--- src/rtl/spis_seq_pkg.sv ---
// spis_seq_pkg: register map, CTRL bit positions and FSM states shared by the SPI-slave DMA sequencer.
package spis_seq_pkg;
    localparam int BLOCK_WORDS_DEF = 32;
    localparam logic [2:0] REG_CTRL  = 3'd0;
    localparam logic [2:0] REG_BASE  = 3'd1;
    localparam logic [2:0] REG_SIZE  = 3'd2;
    localparam logic [2:0] REG_WPTR  = 3'd3;
    localparam logic [2:0] REG_COUNT = 3'd4;
    localparam int CTRL_EN    = 0;
    localparam int CTRL_BUSY  = 1;
    localparam int CTRL_OVF   = 2;
    localparam int CTRL_BIRQ  = 3;
    localparam int CTRL_SHORT = 4;
    typedef enum logic [2:0] {IDLE, START, STREAM, PAD, WAIT_DONE, ADVANCE} state_t;
endpackage

--- src/rtl/spis_seq_fifo.sv ---
// spis_seq_fifo: first-word-fall-through synchronous FIFO with occupancy count and flush.
module spis_seq_fifo #(
    parameter int FIFO_DEPTH = 64,
    parameter int AW = $clog2(FIFO_DEPTH)
) (
    input  logic        clk,
    input  logic        reset,
    input  logic        flush,
    input  logic        push,
    input  logic        pop,
    input  logic [31:0] wdata,
    output logic [31:0] rdata,
    output logic [AW:0] count,
    output logic        full,
    output logic        empty
);
    logic [31:0] mem [FIFO_DEPTH];
    logic [AW-1:0] wp, rp;
    logic do_push, do_pop;
    assign full    = count == (AW+1)'(FIFO_DEPTH);
    assign empty   = count == '0;
    assign do_pop  = pop & !empty;
    // a pop frees the slot the simultaneous push lands in
    assign do_push = push & (!full | do_pop);
    assign rdata   = mem[rp];
    always_ff @(posedge clk)
        if (do_push && !flush)
            mem[wp] <= wdata;
    always_ff @(posedge clk or posedge reset)
        if (reset) begin
            wp    <= '0;
            rp    <= '0;
            count <= '0;
        end else if (flush) begin
            wp    <= '0;
            rp    <= '0;
            count <= '0;
        end else begin
            wp    <= do_push ? wp + AW'(1) : wp;
            rp    <= do_pop ? rp + AW'(1) : rp;
            count <= count + (AW+1)'(do_push) - (AW+1)'(do_pop);
        end
endmodule

--- src/rtl/spis_dma_sequencer.sv ---
// spis_dma_sequencer: buffers SPI slave words and streams them as fixed-size DMA blocks into a RAM ring.
// Define SPIS_SEQ_IRQ_EN to build the block_irq flag and the irq output.
module spis_dma_sequencer
    import spis_seq_pkg::*;
#(
    parameter int FIFO_DEPTH  = 64,
    parameter int BLOCK_WORDS = BLOCK_WORDS_DEF
) (
    input  logic        clk,
    input  logic        reset,
    input  logic [2:0]  register_num,
    input  logic [31:0] data_in,
    output logic [31:0] data_out,
    input  logic        wen,
    input  logic        ren,
    output logic        ready,
    input  logic [31:0] in_data,
    input  logic        in_strobe,
    input  logic        in_frame_end,
    output logic [31:0] dma_addr,
    output logic [15:0] dma_len,
    output logic        dma_run,
    input  logic        dma_ready,
    output logic        dma_strobe,
    output logic [31:0] dma_data,
    input  logic        dma_done,
    output logic        irq
);
    localparam int AW = $clog2(FIFO_DEPTH);
    localparam int SW = $clog2(BLOCK_WORDS) + 1;
    localparam logic [31:0] BLOCK_BYTES = 32'(BLOCK_WORDS * 4);
    state_t state;
    logic enable, overflow, block_irq, short_frame, fe_pend;
    logic [31:0] base, count_r, fdata, rd;
    logic [15:0] size, wptr, size_eff, wptr_inc;
    logic [AW:0] fcount;
    logic [SW-1:0] sent;
    logic ffull, fempty, busy, flush, push, pop, ctrl_wr, en_rise;
    logic start_ok, pad_go, block_end, fe_clr;
    assign size_eff   = size == '0 ? 16'd1 : size;
    assign wptr_inc   = wptr + 16'd1;
    assign busy       = state != IDLE;
    // after a disable the FIFO is only dropped once the in-flight block has finished
    assign flush      = !enable & !busy;
    assign push       = in_strobe & enable;
    assign pop        = state == STREAM & dma_ready & !fempty;
    assign dma_strobe = pop | (state == PAD & dma_ready);
    assign dma_data   = state == STREAM ? fdata : '0;
    assign dma_len    = 16'(BLOCK_WORDS);
    assign ctrl_wr    = wen & register_num == REG_CTRL;
    assign en_rise    = ctrl_wr & data_in[CTRL_EN] & !enable;
    assign start_ok   = enable & (fcount >= (AW+1)'(BLOCK_WORDS) | fe_pend & !fempty);
    // a disabled stream that runs dry is padded so the block still completes
    assign pad_go     = state == STREAM & fempty & (fe_pend | !enable);
    assign block_end  = dma_strobe & sent == SW'(BLOCK_WORDS - 1);
    assign fe_clr     = pad_go | (state == ADVANCE & fempty);
    assign rd = register_num == REG_CTRL  ? {27'd0, short_frame, block_irq, overflow, busy, enable} :
                register_num == REG_BASE  ? base :
                register_num == REG_SIZE  ? {16'd0, size} :
                register_num == REG_WPTR  ? {16'd0, wptr} :
                register_num == REG_COUNT ? count_r : '0;
    spis_seq_fifo #(.FIFO_DEPTH(FIFO_DEPTH)) u_fifo (
        .clk(clk), .reset(reset), .flush(flush), .push(push), .pop(pop), .wdata(in_data),
        .rdata(fdata), .count(fcount), .full(ffull), .empty(fempty)
    );
    always_ff @(posedge clk or posedge reset)
        if (reset) begin
            ready       <= 1'b0;
            data_out    <= '0;
            enable      <= 1'b0;
            base        <= '0;
            size        <= '0;
            overflow    <= 1'b0;
            short_frame <= 1'b0;
            fe_pend     <= 1'b0;
        end else begin
            ready       <= wen | ren;
            data_out    <= ren ? rd : '0;
            enable      <= ctrl_wr ? data_in[CTRL_EN] : enable;
            base        <= wen && register_num == REG_BASE ? {data_in[31:2], 2'b00} : base;
            size        <= wen && register_num == REG_SIZE ? data_in[15:0] : size;
            overflow    <= (push & ffull & !pop) | overflow & !(ctrl_wr & data_in[CTRL_OVF]);
            short_frame <= pad_go | short_frame & !(ctrl_wr & data_in[CTRL_SHORT]);
            fe_pend     <= !flush & (in_frame_end | fe_pend & !fe_clr);
        end
    always_ff @(posedge clk or posedge reset)
        if (reset) begin
            state    <= IDLE;
            dma_run  <= 1'b0;
            dma_addr <= '0;
            sent     <= '0;
            wptr     <= '0;
            count_r  <= '0;
        end else begin
            dma_run <= 1'b0;
            case (state)
                IDLE: if (start_ok) begin
                    state    <= START;
                    dma_run  <= 1'b1;
                    dma_addr <= base + {16'd0, wptr} * BLOCK_BYTES;
                end
                START: begin
                    sent  <= '0;
                    state <= STREAM;
                end
                STREAM: begin
                    sent  <= dma_strobe ? sent + SW'(1) : sent;
                    state <= block_end ? WAIT_DONE : pad_go ? PAD : STREAM;
                end
                PAD: begin
                    sent  <= dma_strobe ? sent + SW'(1) : sent;
                    state <= block_end ? WAIT_DONE : PAD;
                end
                WAIT_DONE: state <= dma_done ? ADVANCE : WAIT_DONE;
                ADVANCE: begin
                    wptr    <= wptr_inc >= size_eff ? '0 : wptr_inc;
                    count_r <= count_r + 32'd1;
                    state   <= IDLE;
                end
                default: state <= IDLE;
            endcase
            if (en_rise) begin
                wptr    <= '0;
                count_r <= '0;
            end
        end
`ifdef SPIS_SEQ_IRQ_EN
    always_ff @(posedge clk or posedge reset)
        if (reset)
            block_irq <= 1'b0;
        else
            block_irq <= (state == ADVANCE) | block_irq & !(ctrl_wr & data_in[CTRL_BIRQ]);
    assign irq = enable & (block_irq | overflow);
`else
    assign block_irq = 1'b0;
    assign irq       = 1'b0;
`endif
endmodule

--- config.mk ---
export PLATFORM = sky130hd
export DESIGN_NAME = spis_dma_sequencer
export DESIGN_NICKNAME = d
export VERILOG_FILES = /design/src/rtl/spis_seq_pkg.sv /design/src/rtl/spis_seq_fifo.sv /design/src/rtl/spis_dma_sequencer.sv
export SDC_FILE = /design/constraint.sdc
export NUM_CORES = 2
export LEC_CHECK = 0
export ABC_AREA = 1
export CAP_MARGIN = 30
export CORE_MARGIN = 1
export CORE_UTILIZATION = 55
export CTS_CLUSTER_DIAMETER = 100
export DETAILED_ROUTE_END_ITERATION = 7
export GPL_TIMING_DRIVEN = 1
export PLACE_DENSITY_LB_ADDON = 0.15
export SLEW_MARGIN = 10
export SYNTH_ARGS = -nofsm -noshare
export SYNTH_HDL_FRONTEND = slang
export SYNTH_SLANG_ARGS = --single-unit
--- constraint.sdc ---
create_clock -name clk -period 7.1 [get_ports clk]
set_clock_uncertainty 0.05 [all_clocks]
set_input_delay 1.775 -clock clk [delete_from_list [all_inputs] [get_ports clk]]
set_output_delay 1.775 -clock clk [all_outputs]
set_load 0.005 [all_outputs]
-- Word-level counts from Yosys, hierarchy flattened
Memory sizes are Yosys's and may differ from the RTL's.
Index checks and enable logic that the tools add are counted.
- $add $sub $neg: 8
- $lt $le $gt $ge: 2
- equality and inequality tests: 13
- multiplexer cells: 30
- bitwise operators: 33
- reduce and logical (&&, ||, !) cells: 24
- operator list (operator ; number):
    two-way mux 32 bit ; 9
    two-way mux 16 bit ; 4
    adder 32 x 1 -> 32 bit (second input constant) ; 1
    adder 32 x 23 -> 32 bit ; 1
    two-way mux 6 bit ; 5
    bitwise AND 1 bit ; 24
    adder 6 x 1 -> 6 bit (second input constant) ; 3
    adder 16 x 1 -> 16 bit (second input constant) ; 1
    greater-or-equal comparator 16 bit ; 1
    logical NOT 16 bit ; 1
    one-hot mux 3 bit (5 select lines) ; 1
    equality test 3 x 2 -> 1 bit (second input constant) ; 4
    one-hot mux 6 bit (2 select lines) ; 1
    equality test 3 bit (second input constant) ; 3
    logical NOT 1 bit ; 9
    two-way mux 3 bit ; 3
    bitwise OR 1 bit ; 9
    nonzero test 2 bit ; 4
    adder 7 x 1 -> 7 bit ; 1
    equality test 7 bit (second input constant) ; 1
    greater-or-equal comparator 7 x 6 -> 1 bit (second input constant) ; 1
    logical NOT 7 bit ; 1
    two-way mux 7 bit ; 1
    subtractor 7 x 1 -> 7 bit ; 1
    10 further kinds ; 20
- flip-flop bits (word level): 192
- RAM bits: 2048
- bits of input ports: 75
- output and inout port bits: 116
- logic and storage cells: 128
- memories kept: 1
- memories (memory ; depth ; bits a word ; rd ports ; clocked after Yosys merged registers in ; write ports ; RTL line ; text):
    u_fifo.mem ; 64 ; 32 ; 1 ; 0 ; 1 ; spis_seq_fifo.sv:17 ; logic [31:0] mem [FIFO_DEPTH];

-- Depth between registers and ports, before layout
- depth after elaboration: 9
- depth in mapped cells: 21
- mapped depth without buffers: 21

-- Cells and area by module
From an unflattened synthesis, not the netlist that was laid out.
- cells, all modules: 9190
- area, all modules: 96024.6 um^2
- by module, submodules not included (module ; times used ; cells each ; area each (um^2) ; seq. area each (um^2)):
    spis_seq_fifo ; 1 ; 7734 ; 85610.9 ; 61974.4
    spis_dma_sequencer ; 1 ; 1456 ; 10413.7 ; 4279.1

-- Worst setup path after synthesis
Ideal clock, no wire load.
- path type: in2reg
- from: in dma_ready
- to: mem u_fifo.mem[0][0], enable pin
- library setup time: 0.421 ns
- arrival time: 3.781 ns
- required time: 6.629 ns
- slack: 2.848 ns
- cell stages on the path: 5
- path through: nand2_1 -> a21oi_2 -> buf_4 -> nand4_2 -> nor2_1
- cells in the longest elaborated chain, start to end: 8
- RTL lines (item ; RTL line ; text):
    start, declared ; spis_dma_sequencer.sv:23 ; input logic dma_ready,
    bitwise AND 1 bit (2 in series) ; spis_dma_sequencer.sv:46 ; assign pop = state == STREAM & dma_ready & !fempty;
    bitwise AND 1 bit ; spis_seq_fifo.sv:22 ; assign do_pop = pop & !empty;
    bitwise OR 1 bit ; spis_seq_fifo.sv:24 ; assign do_push = push & (!full | do_pop);
    bitwise AND 1 bit ; spis_seq_fifo.sv:24 ;
    logical AND 1 bit ; spis_seq_fifo.sv:27 ; if (do_push && !flush)
    two-way mux 1 bit ; spis_seq_fifo.sv:27 ;
    two-way mux 1 bit (not written as such) ; spis_seq_fifo.sv:28 ; mem[wp] <= wdata;
    end, declared ; spis_seq_fifo.sv:17 ;
No other way between the ends.

-- Final worst setup path
- from: reg u_fifo.rp[1]
- to: out dma_data[18]
- cells in the longest elaborated chain, start to end: 2
- RTL lines (item ; RTL line ; text):
    start, declared ; spis_seq_fifo.sv:18 ; logic [AW-1:0] wp, rp;
    start signal, assigned ; spis_seq_fifo.sv:40 ; rp <= do_pop ? rp + AW'(1) : rp;
    memory read (64 x 32 bit) ; - ;
    two-way mux 32 bit ; spis_dma_sequencer.sv:48 ; assign dma_data = state == STREAM ? fdata : '0;
    end, declared ; spis_dma_sequencer.sv:25 ; output logic [31:0] dma_data,
No other way between the ends.

==> impl_metrics.ini <==
[synthesis]
synth_ff_type = edfxtp_1
synthCells = 9202
yosys.area_share.simple_pct = 20.2
ys_ff_latch = 2238
avgSynthCellArea_um2 = 10.4
synth_fa_ha_area_share_pct = 0.667
synth_edf_count = 2048
muxShareOfSynthArea_pct = 0.0938
ys_seq_area_share_pct = 69.0
post_synth_num_cell_types = 50
synth_top_family_by_area = simple AND/OR/NAND/NOR gates
synthXorXnorAreaFrac_pct = 0.237
synthArstFlopShare_pct = 8.49
syn-cell-area_um2 = 96000
ys.warnings.count = 0
synth_compound_area_share_pct = 4.24

[worst_setup_path]
crit_slowest_cell = dfrtp_4
cp_top_family = buffers and inverters
crit_buf_inv = 4
worst_ep_arrival_time_ns = 4.92
crit_top_cell = nand3_1
critical_path_required_ns = 5.28
cp_max_fo = 113
path_cells = inv_8, buf_12, buf_12, nor2_1, o21ai_0, nand3_1, nand3_1, nand2_1, nand3_1, a21oi_1, clkdlybuf4s50_1
setup.worst_path.start_class = register
criticalPathCategory = reg -> out
critPathMaxStageDelay_ns = 0.93
crit_path_end_kind = primary output

[worst_hold_path]
worst_hold_path_type = reg -> reg

[clock_network]
hold_buffers = 0
htreeDepth = 4
ctsLongestPathBuffers = 3
cts_resized = 0
cts_setup_buffers = 0
cts_root_buffer = clkbuf_16
cts_made_buffers = 221
clock_sink_count = 2238
cts_tree = yes
insertion_delay_ns = 0.87
clk_pin_slew_worst_paths_ns = 0.06

[die]
core_um2 = 172000
die_area_um2 = 176000
rows = 152
die_w_um = 420
die_h_um = 420
io-pin-count = 191
start_util_pct = 55.7

[sta]
rsz0062_at_grt = no
maxSlewViolCount = 0
finalSetupTns_ns = 0
max_slew_margin_pct = 30.5
fin_crit_ns = 6.75
max_freq_mhz = 148
worst_pin_slew_ns = 1.04
fin_crit_sh_pct = 95.0
setup_violations = 0
final_hold_viol_count = 0
fin_hold_ws_ns = 0.423

[run_status]
status = complete, no violations

[finish]
num-nets-final = 9428
drive_gt1_share_pct = 6.91
final_cell_area_um2 = 108000
fillerInstances = 13500
layout_commonest_cell = nand2_1
synthToLayoutAreaGrowth_pct = 12.3
layout_common_cells = nand2_1, edfxtp_1, nor2_1

[place]
dpl.hpwl_um = 151000
place_congestion = 0.904
portBuffers = 171
place_area_um2 = 101000

[global_routing]
grt_pass1_wl_um = 395000
grt_max_degree = 207
grt-ovfl-total = 0
track_usage_pct = 30.0
grt_pass1_vias = 63300
antenna_found_initial = 10

[route]
wl_um = 265000
routed-via-count = 66500
wl_per_cell_um = 22.4
drcViolationCount = 0
drt_iter0_markers = 7668
drtAntennaViolNets = 0
vias_per_cell = 5.63
first_pass_iters = 8

[power_and_ir_drop]
ir_drop_mv = 0.293
leakagePower_uw = 0.0423
p_per_area_nw_per_um2 = 331

[run]
maxCapViolCount = 0
-- registers in the layout, indices dropped and copies added (netlist names) --
| register | flops |
|---|---|
| ready | 1 |
| enable | 1 |
| wptr | 16 |
| count_r | 32 |
| u_fifo.mem | 2048 |
| u_fifo.wp | 6 |
| overflow | 1 |
| base | 30 |
| u_fifo.rp | 6 |
| sent | 6 |
| short_frame | 1 |
| u_fifo.count | 7 |
| data_out | 32 |
| size | 16 |
| state | 3 |
| dma_run | 1 |
| dma_addr | 30 |
| fe_pend | 1 |
-- per-stage QoR --
step | cells | util [%] | total power (µW) | worst slack, ns
after global routing | 11800 | 62.5 | 37300 | 0.178
after CTS | 11800 | 62.4 | 35800 | 0.333
final | 11800 | 62.5 | 35700 | 0.355
after floorplan | 9219 | - | 21100 | 0.105
after detailed placement | 11400 | 58.3 | 24300 | 1.20
after global placement | 11400 | 58.2 | 24200 | 0.985
-- Yosys cell counts (2+ instances only) --
| cell | number | area share (%) |
|---|---|---|
| nand4_2 | 4 | 0.052 |
| xnor2_1 | 6 | 0.055 |
| nand3b_1 | 4 | 0.031 |
| nand3_1 | 879 | 4.6 |
| xor2_1 | 20 | 0.18 |
| o211ai_1 | 15 | 0.12 |
| buf_1 | 59 | 0.23 |
| clkbuf_2 | 2 | 0.010 |
| buf_4 | 50 | 0.39 |
| nor2_1 | 1079 | 4.2 |
| edfxtp_1 | 2048 | 64 |
| fa_1 | 2 | 0.042 |
| mux2_2 | 8 | 0.094 |
| inv_2 | 4 | 0.016 |
| buf_6 | 14 | 0.16 |
| a21oi_1 | 240 | 1.3 |
| dfrtp_1 | 190 | 5.0 |
| conb_1 | 2 | 0.0078 |
| clkinv_1 | 3 | 0.012 |
| and3_1 | 2 | 0.013 |
| nand2_1 | 2687 | 11 |
| a211oi_1 | 3 | 0.023 |
| nand4_1 | 27 | 0.18 |
| nor3b_1 | 3 | 0.023 |
| inv_1 | 803 | 3.1 |
| o21ai_0 | 502 | 2.6 |
| or2_2 | 43 | 0.28 |
| ha_1 | 48 | 0.63 |
| clkbuf_1 | 261 | 1.0 |
| o21a_1 | 6 | 0.047 |
| nor4_1 | 8 | 0.052 |
| a221oi_1 | 6 | 0.055 |
| o22ai_1 | 2 | 0.013 |
| buf_2 | 101 | 0.53 |
| nor3_1 | 48 | 0.25 |
| nor2_2 | 3 | 0.020 |
| a31oi_1 | 7 | 0.046 |
-- area by class of cell --
type | instances | area, µm² | area share, %
flip-flops and latches | 2238 | 66300 | 61.5
multi-input cells | 5683 | 25000 | 23.2
clock buffers | 272 | 5800 | 5.38
repair buffers | 348 | 3380 | 3.14
inverters | 811 | 3100 | 2.87
well taps | 2310 | 2890 | 2.68
clock inverters | 138 | 1320 | 1.23
diodes | 10 | 25.0 | 0.0232
-- metal layers --
layer / global-route usage [%] / share of wire [%] / up-vias / wire length, µm
met5: 0 / 0.0026 / - / 7
met4: 11.7 / 3.7 / 2 / 9920
met3: 4.20 / 7.8 / 493 / 20800
met2: 49.6 / 48 / 3007 / 128000
met1: 40.4 / 40 / 32100 / 106000
li1: - / - / 30800 / -
-- logic make-up (layout without fill, tap and decap cells) --
family / count (synthesis) / after routing
compound gates: 790 / 790
xor+xnor: 26 / 26
fa+ha+maj: 50 / 50
buf+inv: 1298 / 1569
flops: 2238 / 2238
mux: 8 / 8
other cells: 2 / 29
simple gates: 4790 / 4790
-- final timing paths --
check / to / slack [ns] / cells after the start / start
max in group asynchronous: u_fifo.rp[2] / 4.44 / 3 / reset
min: dma_addr[2] / 0.42 / 2 / dma_addr[2]
max reg2reg: u_fifo.count[6] / 3.03 / 20 / u_fifo.count[2]
min reg2reg: dma_addr[2] / 0.42 / 2 / dma_addr[2]
min in group asynchronous: sent[5] / 1.39 / 2 / reset
max: dma_data[18] / 0.35 / 11 / u_fifo.rp[1]
-- report_power, final --
group          total (µW)  leakage, µW  switching (µW)  internal (µW)
clock network       11600      0.00347            5070           6490
logic                9010       0.0180            6350           2660
registers           15200       0.0208             385          14800
-- worst reg2reg max path: stages (launching register included) --
cell,delay [ns]
dfrtp_1,0.38
inv_1,0.09
ha_1,0.16
nand2_1,0.05
nor2_1,0.24
nand3_1,0.21
nand3_1,0.52
inv_1,0.33
ha_1,0.35
inv_1,0.07
ha_1,0.20
inv_1,0.07
fa_1,0.42
nor2_1,0.16
o21ai_0,0.10
nand2_1,0.10
nand2_1,0.06
a21oi_1,0.19
o21bai_1,0.08
nand2_1,0.06
nor2_1,0.03
Note: power is estimated with default switching activity, not from simulation.
